<file path="config.mk">
export PLATFORM = sky130hd
export DESIGN_NAME = sseg_scan_sched
export DESIGN_NICKNAME = d
export VERILOG_FILES = /design/src/rtl/sseg_pkg.sv /design/src/rtl/sseg_pwm.sv /design/src/rtl/sseg_scan_sched.sv
export SDC_FILE = /design/constraint.sdc
export NUM_CORES = 1
export LEC_CHECK = 0
export BUFFER_PORTS_ARGS = -buffer_cell sky130_fd_sc_hd__buf_2
export CAP_MARGIN = 15
export CORE_ASPECT_RATIO = 0.7
export CORE_MARGIN = 3
export CORE_UTILIZATION = 55
export DETAILED_ROUTE_END_ITERATION = 10
export GPL_TIMING_DRIVEN = 0
export PLACE_DENSITY_LB_ADDON = 0.12
export SLEW_MARGIN = 20
export SYNTH_ARGS = -nofsm -noshare
export SYNTH_HDL_FRONTEND = slang
export SYNTH_SLANG_ARGS = --single-unit
</file>
<file path="constraint.sdc">
create_clock -name i_clk -period 4.2 [get_ports i_clk]
set_input_delay 0.42 -clock i_clk [delete_from_list [all_inputs] [get_ports i_clk]]
set_output_delay 0.42 -clock i_clk [all_outputs]
set_load 0.01 [all_outputs]
</file>
<file path="src/rtl/sseg_pkg.sv">
// Shared definitions for the seven-segment scan scheduler.
package sseg_pkg;

  // Default number of scanned digits on the FMC LED socket.
  localparam int N_DIG_DEF = 4;

  // Active-low segment bus with every segment (and dp) off.
  localparam logic [7:0] SEG_BLANK_N = 8'hFF;

  // Scan FSM: idle, blank guard at slot start, lit phase.
  typedef enum logic [1:0] {
    ST_IDLE,
    ST_GUARD,
    ST_ON
  } state_t;

endpackage

</file>
<file path="src/rtl/sseg_pwm.sv">
// Brightness PWM for the scan scheduler: a free-running counter that
// advances on lit-phase cycles, cleared at every slot start.
module sseg_pwm #(
  parameter int BRT_W = 4
) (
  input  logic             clk,
  input  logic             rst,
  input  logic             clr,
  input  logic             inc,
  input  logic [BRT_W-1:0] brt,
  output logic             pwm_on
);

  logic [BRT_W-1:0] pwm_cnt;

  // PWM phase counter; clearing at slot start makes every slot start at phase 0.
  always_ff @(posedge clk or posedge rst) begin
    if (rst) begin
      pwm_cnt <= '0;
    end else if (clr) begin
      pwm_cnt <= '0;
    end else if (inc) begin
      pwm_cnt <= pwm_cnt + 1'b1;
    end
  end

  // All-ones brightness is treated as 100 % so full code is never dimmed.
  assign pwm_on = (&brt) || (pwm_cnt < brt);

endmodule

</file>
<file path="src/rtl/sseg_scan_sched.sv">
// Scan scheduler for the multiplexed seven-segment display: time-shares the
// segment bus between digits with a blank guard at the start of each slot.
// Build option: define SSEG_PWM_EN to enable global brightness PWM; when it
// is undefined i_brt is ignored and digits are lit for the whole ON phase.
module sseg_scan_sched
  import sseg_pkg::*;
#(
  parameter int N_DIG    = N_DIG_DEF,
  parameter int SCAN_DIV = 100_000,
  parameter int GUARD    = 1_000,
  parameter int BRT_W    = 4
) (
  input  logic                  i_clk,
  input  logic                  i_rst,
  input  logic                  i_en,
  input  logic [N_DIG-1:0][7:0] i_seg_n,
  input  logic [N_DIG-1:0]      i_blank_mask,
  input  logic [BRT_W-1:0]      i_brt,
  output logic [N_DIG-1:0]      o_ldsel,
  output logic [7:0]            o_sseg_n,
  output logic                  o_frame_tick
);

  localparam int CNT_W = (SCAN_DIV > 1) ? $clog2(SCAN_DIV) : 1;
  localparam int IDX_W = (N_DIG > 1) ? $clog2(N_DIG) : 1;

  localparam logic [CNT_W-1:0] CNT_LAST   = CNT_W'(SCAN_DIV - 1);
  localparam logic [CNT_W-1:0] GUARD_LAST = CNT_W'((GUARD > 0) ? GUARD - 1 : 0);
  localparam logic [IDX_W-1:0] IDX_LAST   = IDX_W'(N_DIG - 1);

  // A zero-length guard skips straight to the lit phase.
  localparam state_t SLOT_FIRST = (GUARD > 0) ? ST_GUARD : ST_ON;

  state_t           state, state_nxt;
  logic [IDX_W-1:0] dig_idx, dig_idx_nxt;
  logic [CNT_W-1:0] slot_cnt, slot_cnt_nxt;
  logic             slot_start;
  logic             slot_end;

  logic [7:0]       snap_seg;
  logic             snap_mask;
  logic             pwm_on;
  logic             lit;
  logic [N_DIG-1:0] dig_sel;

  // Scan FSM state, digit index and slot counter.
  always_ff @(posedge i_clk or posedge i_rst) begin
    if (i_rst) begin
      state    <= ST_IDLE;
      dig_idx  <= '0;
      slot_cnt <= '0;
    end else begin
      state    <= state_nxt;
      dig_idx  <= dig_idx_nxt;
      slot_cnt <= slot_cnt_nxt;
    end
  end

  // Next-state: disable always wins and restarts from digit 0 with a full guard.
  always_comb begin
    state_nxt    = state;
    dig_idx_nxt  = dig_idx;
    slot_cnt_nxt = slot_cnt;
    slot_start   = 1'b0;
    slot_end     = 1'b0;
    if (!i_en) begin
      state_nxt    = ST_IDLE;
      dig_idx_nxt  = '0;
      slot_cnt_nxt = '0;
    end else begin
      unique case (state)
        ST_IDLE: begin
          state_nxt    = SLOT_FIRST;
          dig_idx_nxt  = '0;
          slot_cnt_nxt = '0;
          slot_start   = 1'b1;
        end
        ST_GUARD: begin
          slot_cnt_nxt = slot_cnt + 1'b1;
          if (slot_cnt == GUARD_LAST) begin
            state_nxt = ST_ON;
          end
        end
        ST_ON: begin
          if (slot_cnt == CNT_LAST) begin
            slot_end     = 1'b1;
            slot_start   = 1'b1;
            slot_cnt_nxt = '0;
            state_nxt    = SLOT_FIRST;
            dig_idx_nxt  = (dig_idx == IDX_LAST) ? '0 : dig_idx + IDX_W'(1);
          end else begin
            slot_cnt_nxt = slot_cnt + 1'b1;
          end
        end
        default: begin
          state_nxt = ST_IDLE;
        end
      endcase
    end
  end

`ifdef SSEG_PWM_EN
  logic [BRT_W-1:0] snap_brt;

  // Per-slot input snapshot so mid-slot input changes cannot tear the digit.
  always_ff @(posedge i_clk) begin
    if (slot_start) begin
      snap_seg  <= i_seg_n[dig_idx_nxt];
      snap_mask <= i_blank_mask[dig_idx_nxt];
      snap_brt  <= i_brt;
    end
  end

  sseg_pwm #(
    .BRT_W (BRT_W)
  ) u_pwm (
    .clk    (i_clk),
    .rst    (i_rst),
    .clr    (slot_start || !i_en),
    .inc    (i_en && (state == ST_ON)),
    .brt    (snap_brt),
    .pwm_on (pwm_on)
  );
`else
  logic unused_brt;

  // Per-slot input snapshot so mid-slot input changes cannot tear the digit.
  always_ff @(posedge i_clk) begin
    if (slot_start) begin
      snap_seg  <= i_seg_n[dig_idx_nxt];
      snap_mask <= i_blank_mask[dig_idx_nxt];
    end
  end

  assign unused_brt = ^i_brt;
  assign pwm_on     = 1'b1;
`endif

  assign dig_sel = N_DIG'(1) << dig_idx;
  assign lit     = i_en && (state == ST_ON) && !snap_mask && pwm_on;

  // Registered pin drivers: blank unless lit; frame tick at the last slot's end.
  always_ff @(posedge i_clk or posedge i_rst) begin
    if (i_rst) begin
      o_ldsel      <= '0;
      o_sseg_n     <= SEG_BLANK_N;
      o_frame_tick <= 1'b0;
    end else begin
      o_ldsel      <= lit ? dig_sel : '0;
      o_sseg_n     <= lit ? snap_seg : SEG_BLANK_N;
      o_frame_tick <= slot_end && (dig_idx == IDX_LAST);
    end
  end

endmodule

</file>
* Yosys cells after proc, flatten, opt, wreduce, memory -nomap -nowiden *
Index checks and enable logic that the tools add are counted.

storage, ports and cells
  bits in read-only memories = 0
  memories = 0
  bits in registers = 43
  bits in writable memories = 0
  latch bits = 0

operators by class
  multiply operators = 0
  eq/ne operators = 8
  bitwise logic cells = 0
  muxes and demuxes = 22
  magnitude comparators = 1
  add/subtract/negate cells = 2
  reduce and logical (&&, ||, !) cells = 6
  divide/modulo/power cells = 0
  shift operators = 1

operator list
  kind                     number
  $pmux W17 S3             1
  $mux W17                 2
  $add A17 B1 Y17 const B  1
  $eq A17 B10 Y1 const B   1
  $eq A17 B17 Y1 const B   1
  $bmux W8 S2              1
  $mux W8                  2
  $mux W2                  6
  $ne A3 B3 Y1 const B     2
  $pmux W2 S3              1
  $mux W1                  5
  $eq A2 B2 Y1 const B     2
  $mux W4                  1
  $ne A4 B1 Y1 const B     1
  $pmux W2 S2              1
  $shl A1 B2 Y4 const A    1
  $logic_and A1 B1 Y1      3
  $lt A2 B3 Y1 const B     1
  $add A2 B1 Y2 const B    1
  $bmux W1 S2              1
  $eq A2 B1 Y1 const B     1
  $logic_not A2 Y1         1
  $pmux W1 S2              1
  $reduce_and A2 Y1        1
  $logic_not A1 Y1         1

* Longest topological paths before layout *
Gate-level depths: netlist (run 1).

  depth in word-level cells = 7
  depth in mapped cells = 10
  gate-level depth less buffers = 8

* Worst setup path after synthesis (run 1) *
No wires, ideal clock.

  kind = register -> register
  start = register slot_cnt[0]
  end = register snap_mask (data pin)
  clock period less this slack = 2.285 ns
  slack = 1.915 ns
  stages on the path, launching flop included = 11
  arrival = 2.025 ns
  required time = 3.939 ns
  cells stage by stage = dfrtp_1 ha_1 and2_0 buf_6 nand3_2 nor4_4 mux2i_1 buf_6 buf_12 mux2i_1 mux2i_1

between the ends
  cells in the longest elaborated chain, start to end = 6

ends and longest elaborated chain
  what                           line                    RTL
  start, declared                sseg_scan_sched.sv:36   logic [CNT_W-1:0] slot_cnt, slot_cnt_nxt;
  start signal, assigned         sseg_scan_sched.sv:55   slot_cnt <= slot_cnt_nxt;
  $eq A17 B17 Y1                 sseg_scan_sched.sv:85   if (slot_cnt == CNT_LAST) begin
  $mux W2                        sseg_scan_sched.sv:85
  $pmux W2 S2                    sseg_scan_sched.sv:71   unique case (state)
  $mux W2                        sseg_scan_sched.sv:66   if (!i_en) begin
  via dig_idx_nxt[1]             sseg_scan_sched.sv:35   logic [IDX_W-1:0] dig_idx, dig_idx_nxt;
  $bmux W1 S2                    sseg_scan_sched.sv:131  snap_mask <= i_blank_mask[dig_idx_nxt];
  $mux W1 (not written as such)  sseg_scan_sched.sv:131
  end signal, assigned           sseg_scan_sched.sv:131
  end, declared                  sseg_scan_sched.sv:41   logic snap_mask;

The timed path passes the listed nets, and every way through them passes these cells. The select of a mux whose other input is x is not followed.
A chain may end at the register's enable or synchronous reset.

* Final worst setup path (run 1) *
  start = register slot_cnt[0]
  end = register snap_seg[2] (data pin)

between the ends
  cells in the longest elaborated chain, start to end = 6

ends and longest elaborated chain
  what                           line                    RTL
  $eq A17 B17 Y1                 sseg_scan_sched.sv:85
  $mux W2                        sseg_scan_sched.sv:85
  $pmux W2 S2                    sseg_scan_sched.sv:71
  $mux W2                        sseg_scan_sched.sv:66
  via dig_idx_nxt[1]             sseg_scan_sched.sv:35
  $bmux W8 S2                    sseg_scan_sched.sv:130  snap_seg <= i_seg_n[dig_idx_nxt];
  $mux W8 (not written as such)  sseg_scan_sched.sv:130
  end signal, assigned           sseg_scan_sched.sv:130
  end, declared                  sseg_scan_sched.sv:40   logic [7:0] snap_seg;

The timed path passes the listed nets, and every way through them passes these cells. The select of a mux whose other input is x is not followed.

==> run summary, run 1 <==
## Synthesis
• **Syn Nets** 275
• **number of standard cells after synthesis** 223
• **Netlist Area Pre-Place** 0.00243 mm^2
• **count of flip-flops with a built-in enable after synthesis** 9
• **most used flip-flop cell after synthesis** sky130_fd_sc_hd__dfrtp_1
• **per-instance average area after synthesis** 10.9 um^2
• **flop and latch count out of synthesis** 43
• **number of warnings reported in the yosys synthesis log** 0
• **fraction of registers with async set or reset after synthesis** 0.791
• **post-synthesis cell type count** 47
• **post-synthesis sequential area ratio** 0.465

## Cells and area
• **final core area utilization** 0.696
• **diode insertion count for antenna repair** 0
• **Post-Layout Inst Area** 0.00284 mm^2
• **net count of the finished layout** 332
• **most common cell after layout, fill and taps aside** sky130_fd_sc_hd__buf_2
• **Area Overhead vs Synth** 16.8%
• **fill cell count** 317
• **highest-count cells in the layout ignoring fill and taps** sky130_fd_sc_hd__buf_2, sky130_fd_sc_hd__mux2i_1, sky130_fd_sc_hd__dfrtp_1
• **fraction of final layout cells with drive strength greater than 1** 0.306

## Timing
• **unrepaired setup endpoints after global routing** false
• **Final Cycle Share** 0.618
• **smallest setup slack after layout** 1600 ps
• **final setup skew** 11.4 ps
• **Max-slew headroom** 0.352
• **Max Freq** 385 MHz
• **clock period minus worst slack** 2600 ps
• **Fin. Hold Viols** 0
• **transition time at the pin with the least slew margin** 970 ps
• **Finish-stage setup viols** 0
• **fin. max-slew vios** 0
• **setup_tns** 0 ps

## Power and ir drop
• **total power consumption of the routed design** 0.958 mW
• **standby leakage power** 1.24 nW
• **PwrDens** 337 mW/mm^2
• **peak supply drop** 0.241 mV

## Place
• **number of I/O port buffers** 50
• **HPWL Detailed** 3710 um
• **Final Wtd Congestion** 0.825
• **Placement Cell Area** 0.00275 mm^2
• **worst slack, placed** 1600 ps

## Route
• **routed vias/inst** 5.47
• **length of the first detailed-routing pass in iterations** 4
• **remaining design rule violation count** 0
• **number of antenna-violating nets in the routed design** 0
• **drt first-iter violations** 118
• **routed len/inst** 14.6 um
• **overall via count from detail_route** 1822
• **aggregate routed wire length** 4850 um

## Die
• **number of top-level design ports** 56
• **number of core rows** 19
• **Die Height** 61.7 um
• **overall die area** 0.00527 mm^2
• **DIE WIDTH** 85.5 um
• **Initial Utilization** 0.595
• **core outline area** 0.00409 mm^2

## Clock tree
• **cts-stage hold buffer count** 0
• **maximum buffer depth of the clock tree** 2
• **setup fix buffers added after clock tree synthesis** 0
• **Clock transition at path regs** 90 ps
• **clock insertion delay at the later pin of the skew report** 300 ps
• **cell at the root of the clock tree** sky130_fd_sc_hd__clkbuf_8
• **post-CTS resize count** 0
• **CTS buffer count** 5
• **clock sink count** 43
• **CTS tree** yes
• **H-tree level count** 2

## Global route
• **Global Route Usage Sum** 0.189
• **antenna violations before repair** 0
• **via count of the first global-routing pass** 1567
• **wire length of the first global-routing pass** 7700 um
• **GRT Residual Overflow** 0
• **maximum number of pins on one net before global-route repair** 35

## Worst setup path
• **required time of the critical path** 4250 ps
• **critical-path maximum fanout** 10
• **Worst Setup Path Type** flop to flop
• **sort of element at the start of the critical path** flop
• **Critical Path End Type** flop
• **endpoint arrival time on the critical path** 2640 ps

## Min path
• **path class of the lowest-slack min-delay path** input pin to asynchronous set/reset pin

## Job
• **MaxCap Viol Count** 0

## Outcome
• **run status** completed

==> Yosys cell counts (4+ instances only) <==
master,number,area (um^2)
sky130_fd_sc_hd__nand3_1,5,25.0
sky130_fd_sc_hd__dfstp_2,8,210
sky130_fd_sc_hd__nand2b_1,11,68.8
sky130_fd_sc_hd__o31ai_1,8,60.1
sky130_fd_sc_hd__nor2_1,11,41.3
sky130_fd_sc_hd__ha_1,9,113
sky130_fd_sc_hd__mux2i_1,30,300
sky130_fd_sc_hd__and2_1,5,31.3
sky130_fd_sc_hd__o21ai_0,20,100
sky130_fd_sc_hd__inv_1,7,26.3
sky130_fd_sc_hd__nor2b_1,4,25.0
sky130_fd_sc_hd__edfxtp_1,9,270
sky130_fd_sc_hd__nand4_1,5,31.3
sky130_fd_sc_hd__dfrtp_1,26,651
sky130_fd_sc_hd__nand2_1,15,56.3
==> registers in the layout, summed over array words and instances, names as in the netlist <==
signal / count
slot_cnt: 17
o_sseg_n: 8
snap_seg: 8
o_ldsel: 4
dig_idx: 2
state: 2
o_frame_tick: 1
snap_mask: 1
==> power by group <==
group          leakage (nW)  internal, mW  switching (mW)  total [mW]
combinational         0.665        0.0797           0.124       0.204
clock                0.0443         0.119           0.152       0.271
sequential            0.531         0.467          0.0162       0.483
total                  1.24         0.665           0.292       0.958
==> layout make-up <==
class,instances,area [um^2],share of cell area
multi-input combinational,160,1170,0.411
sequential,43,1130,0.398
timing repair buffer,50,250,0.0880
buffer,12,105,0.0370
clock buffer,5,68.8,0.0242
tap,52,65.1,0.0229
inverter,8,30.0,0.0106
clock inverter,3,25.0,0.00880
==> cells by family after synthesis <==
| logic type | count (synthesis) | share of synthesized area |
|---|---|---|
| simple gates | 79 | 0.202 |
| flops | 43 | 0.465 |
| compound gates | 38 | 0.0935 |
| mux | 30 | 0.123 |
| buf+inv | 20 | 0.0555 |
| fa+ha+maj | 9 | 0.0462 |
| xor+xnor | 4 | 0.0144 |
==> layer usage <==
layer / wire, um / part of all wire / global-route usage / up-vias
met5: 0 / 0 / 0 / -
met4: 6 / 0.0012 / 0.0339 / 0
met3: 333 / 0.069 / 0.0441 / 2
met2: 1950 / 0.40 / 0.269 / 56
met1: 2550 / 0.53 / 0.294 / 859
li1: - / - / - / 905
==> worst paths after layout <==
| path | cells past startpoint | from | to | slack (ps) |
|---|---|---|---|---|
| setup reg to reg | 10 | slot_cnt[0]$_DFFE_PP0P_ | snap_seg[2]$_DFFE_PP_ | 1600 |
| setup / recovery | 10 | slot_cnt[0]$_DFFE_PP0P_ | snap_seg[2]$_DFFE_PP_ | 1600 |
| hold / removal | 2 | i_rst | o_ldsel[1]$_DFF_PP0_ | 220 |
| hold reg to reg | 1 | snap_seg[6]$_DFFE_PP_ | o_sseg_n[6]$_DFF_PP1_ | 440 |
| min in group i_clk | 2 | i_en | state[0]$_DFFE_PP0P_ | 390 |
| max in group asynchronous | 2 | i_rst | state[1]$_DFFE_PP0P_ | 3530 |
==> metrics by stage <==
step                hold slack [ps]  std cells
finish                          221        333
global route                    288        333
CTS                             251        333
detailed placement              417        325
global placement                416        325
floorplan                       410        223
==> critical path, stage by stage, from the launching register on <==
cell                      delay, ps
sky130_fd_sc_hd__dfrtp_1        410
sky130_fd_sc_hd__ha_1           200
sky130_fd_sc_hd__and2_0         150
sky130_fd_sc_hd__buf_6          130
sky130_fd_sc_hd__nand3_2        130
sky130_fd_sc_hd__nor4_4         330
sky130_fd_sc_hd__mux2i_1        250
sky130_fd_sc_hd__buf_6          200
sky130_fd_sc_hd__buf_12         160
sky130_fd_sc_hd__mux2i_1        250
sky130_fd_sc_hd__mux2i_1        110
Power figures use the tool's default switching activity.
==> run 2, diff against run 1 <==
CORE_UTILIZATION = 54   (was 55)
clock period = 2.5 ns   (was 4.2 ns; I/O delays follow)
==> run summary, run 2 (synthesis results as in run 1) <==
## Global route
• **wire length of the first global-routing pass** 8240 um, +7.0%
• **antenna violations before repair** 0, unchanged
• **maximum number of pins on one net before global-route repair** 35, unchanged
• **GRT Residual Overflow** 0, unchanged
• **Global Route Usage Sum** 0.191, +0.00258
• **via count of the first global-routing pass** 1752, +12%

## Worst setup path
• **count of buffer and inverter cells on the critical path** 3, unchanged
• **Critical Path End Type** flop
• **Cell Chain, Critical Path** ha_2 -> and2_0 -> buf_6 -> nand3_4 -> nor4_4 -> mux2i_1 -> buf_6 -> buf_4 -> mux2i_1 -> mux2i_1
• **slowest cell delay on critical path** 390 ps, -20 ps
• **cell class contributing the biggest share of worst-path delay** multiplexers
• **required time of the critical path** 2550 ps, -1700 ps
• **Crit-path slowest cell** sky130_fd_sc_hd__dfrtp_1
• **most used cell, CP** sky130_fd_sc_hd__mux2i_1
• **critical-path maximum fanout** 6, -4
• **endpoint arrival time on the critical path** 2430 ps, -210 ps
• **Worst Setup Path Type** flop to flop
• **sort of element at the start of the critical path** flop

## Cells and area
• **fraction of final layout cells with drive strength greater than 1** 0.349, +0.0433
• **highest-count cells in the layout ignoring fill and taps** sky130_fd_sc_hd__buf_2, sky130_fd_sc_hd__mux2i_1, sky130_fd_sc_hd__dfrtp_1
• **most common cell after layout, fill and taps aside** sky130_fd_sc_hd__buf_2
• **Area Overhead vs Synth** 23.5%
• **Biggest register** slot_cnt
• **fill cell count** 304, -4.1%
• **net count of the finished layout** 343, +3.3%
• **diode insertion count for antenna repair** 0, unchanged
• **biggest registers after layout** slot_cnt: 17 flops, o_sseg_n: 8 flops, snap_seg: 8 flops
• **max FFs per register** 17, unchanged

## Timing
• **fin. max-slew vios** 0, unchanged
• **Finish-stage setup viols** 0, unchanged
• **transition time at the pin with the least slew margin** 698 ps, -272 ps
• **Max-slew headroom** 0.534, +0.182
• **clock period minus worst slack** 2390 ps, -210 ps
• **Fin. Hold Viols** 0, unchanged
• **Final Cycle Share** 0.954, +0.336
• **final setup skew** 4.13 ps, -7.31 ps
• **Max Freq** 419 MHz, +8.8%
• **tightest hold margin** 49.7 ps, -172 ps

## Clock tree
• **cell at the root of the clock tree** sky130_fd_sc_hd__clkbuf_8
• **cts-stage hold buffer count** 0, unchanged
• **CTS buffer count** 5, unchanged
• **CTS tree** yes
• **clock sink count** 43, unchanged
• **clock insertion delay at the later pin of the skew report** 300 ps, about the same
• **Clock transition at path regs** 80 ps, about the same
• **H-tree level count** 2, unchanged
• **maximum buffer depth of the clock tree** 2, unchanged

## Power and ir drop
• **total power consumption of the routed design** 1.78 mW, +86%
• **PwrDens** 592 mW/mm^2, +76%
• **sequential power share** 0.455, -0.049
• **standby leakage power** 1.33 nW, +6.9%
• **part of the power in the clock network** 0.338, +0.055
• **cell internal power dissipation** 1.29 mW, +93%
• **proportion of power drawn by combinational gates** 0.206, -0.007
• **peak supply drop** 0.411 mV, +71%
• **switching share of power** 0.277, -0.0282
• **switching power** 0.493 mW, +69%

## Place
• **HPWL Detailed** 3620 um, -2.3%
• **Final Wtd Congestion** 0.812, -1.6%
• **number of I/O port buffers** 50, unchanged

## Min path
• **path class of the lowest-slack min-delay path** input pin to asynchronous set/reset pin

## Die
• **DIE WIDTH** 86.3 um, +0.86%
• **overall die area** 0.00536 mm^2, +1.7%
• **Initial Utilization** 0.589, -0.00684
• **Die Height** 62.2 um, +0.83%
• **number of core rows** 19, unchanged
• **core outline area** 0.00414 mm^2, +1.2%
• **number of top-level design ports** 56, unchanged

## Route
• **number of antenna-violating nets in the routed design** 0, unchanged
• **aggregate routed wire length** 5230 um, +7.8%
• **routed vias/inst** 5.43, -0.81%
• **overall via count from detail_route** 1867, +2.5%
• **length of the first detailed-routing pass in iterations** 5, +1
• **drt first-iter violations** 139, +18%
• **routed len/inst** 15.2 um, +4.3%
• **remaining design rule violation count** 0, unchanged

## Job
• **MaxCap Viol Count** 0, unchanged

## Outcome
• **run status** completed

==> run 2: metrics by stage <==
stage / cell area [um^2] / setup TNS [ps] / setup slack, ps / cells / utilization
floorplan: 2430 / 0 / 215 / 223 / -
global placement: 2750 / -24.2 / -24.2 / 325 / 0.665
detailed placement: 2750 / -91.3 / -57.2 / 325 / 0.665
CTS: 2920 / 0 / 23.8 / 338 / 0.706
global route: 3010 / -5.46 / -4.82 / 344 / 0.727
finish: 3010 / 0 / 114 / 344 / 0.727
==> run 2: metal layers <==
layer	vias to the layer above	global-route usage	share of wire
met3	5	0.0436	0.063
li1	932	-	-
met5	-	0	0
met2	60	0.269	0.44
met1	870	0.294	0.49
met4	0	0.0506	0.0092
==> run 2: path summary, 6_finish.rpt <==
check                                   startpoint                       to  slack, ps  cells past startpoint
hold reg to reg              snap_seg[3]$_DFFE_PP_    o_sseg_n[3]$_DFF_PP1_        430                      1
setup reg to reg           slot_cnt[0]$_DFFE_PP0P_    snap_seg[1]$_DFFE_PP_        110                     10
hold / removal                               i_rst   o_frame_tick$_DFF_PP0_         50                      2
setup / recovery           slot_cnt[0]$_DFFE_PP0P_    snap_seg[1]$_DFFE_PP_        110                     10
min in group i_clk                            i_en     state[0]$_DFFE_PP0P_        210                      2
max in group asynchronous                    i_rst  slot_cnt[4]$_DFFE_PP0P_       2000                      2
==> run 2: final cells by class <==
| class | instances | area, um^2 | share of cell area |
|---|---|---|---|
| well taps | 52 | 65.1 | 0.0216 |
| flip-flops and latches | 43 | 1130 | 0.376 |
| inverters | 8 | 30.0 | 0.00999 |
| clock inverters | 2 | 37.5 | 0.0125 |
| multi-input cells | 160 | 1190 | 0.397 |
| clock buffers | 6 | 93.8 | 0.0312 |
| repair buffers | 61 | 350 | 0.117 |
| plain buffers | 12 | 105 | 0.0350 |
==> run 2: repair_timing <==
| action | 4_1_cts | 5_1_grt |
|---|---|---|
| pin swaps | 1 | 3 |
| setup buffers | 5 | 5 |
| endpoints found under the setup margin | 9 | 14 |
| hold endpoints to repair | 0 | 0 |
| gates cloned | 0 | 1 |
| gates resized for setup | 1 | 5 |
==> run 2: power by group through the flow <==
stage          Sequential, mW  Clock, mW  Combinational, mW
2_1_floorplan           0.821          0              0.235
3_3_place_gp            0.823          0              0.336
3_5_place_dp            0.824          0              0.338
4_1_cts                 0.812      0.612              0.343
5_1_grt                 0.818      0.645              0.402
6_report                0.811      0.602              0.368
==> run 2: worst register-to-register path, cell delays in order, from the launching register on <==
cell	delay, ps
sky130_fd_sc_hd__dfrtp_1	390
sky130_fd_sc_hd__ha_2	190
sky130_fd_sc_hd__and2_0	140
sky130_fd_sc_hd__buf_6	130
sky130_fd_sc_hd__nand3_4	100
sky130_fd_sc_hd__nor4_4	300
sky130_fd_sc_hd__mux2i_1	260
sky130_fd_sc_hd__buf_6	170
sky130_fd_sc_hd__buf_4	130
sky130_fd_sc_hd__mux2i_1	220
sky130_fd_sc_hd__mux2i_1	100
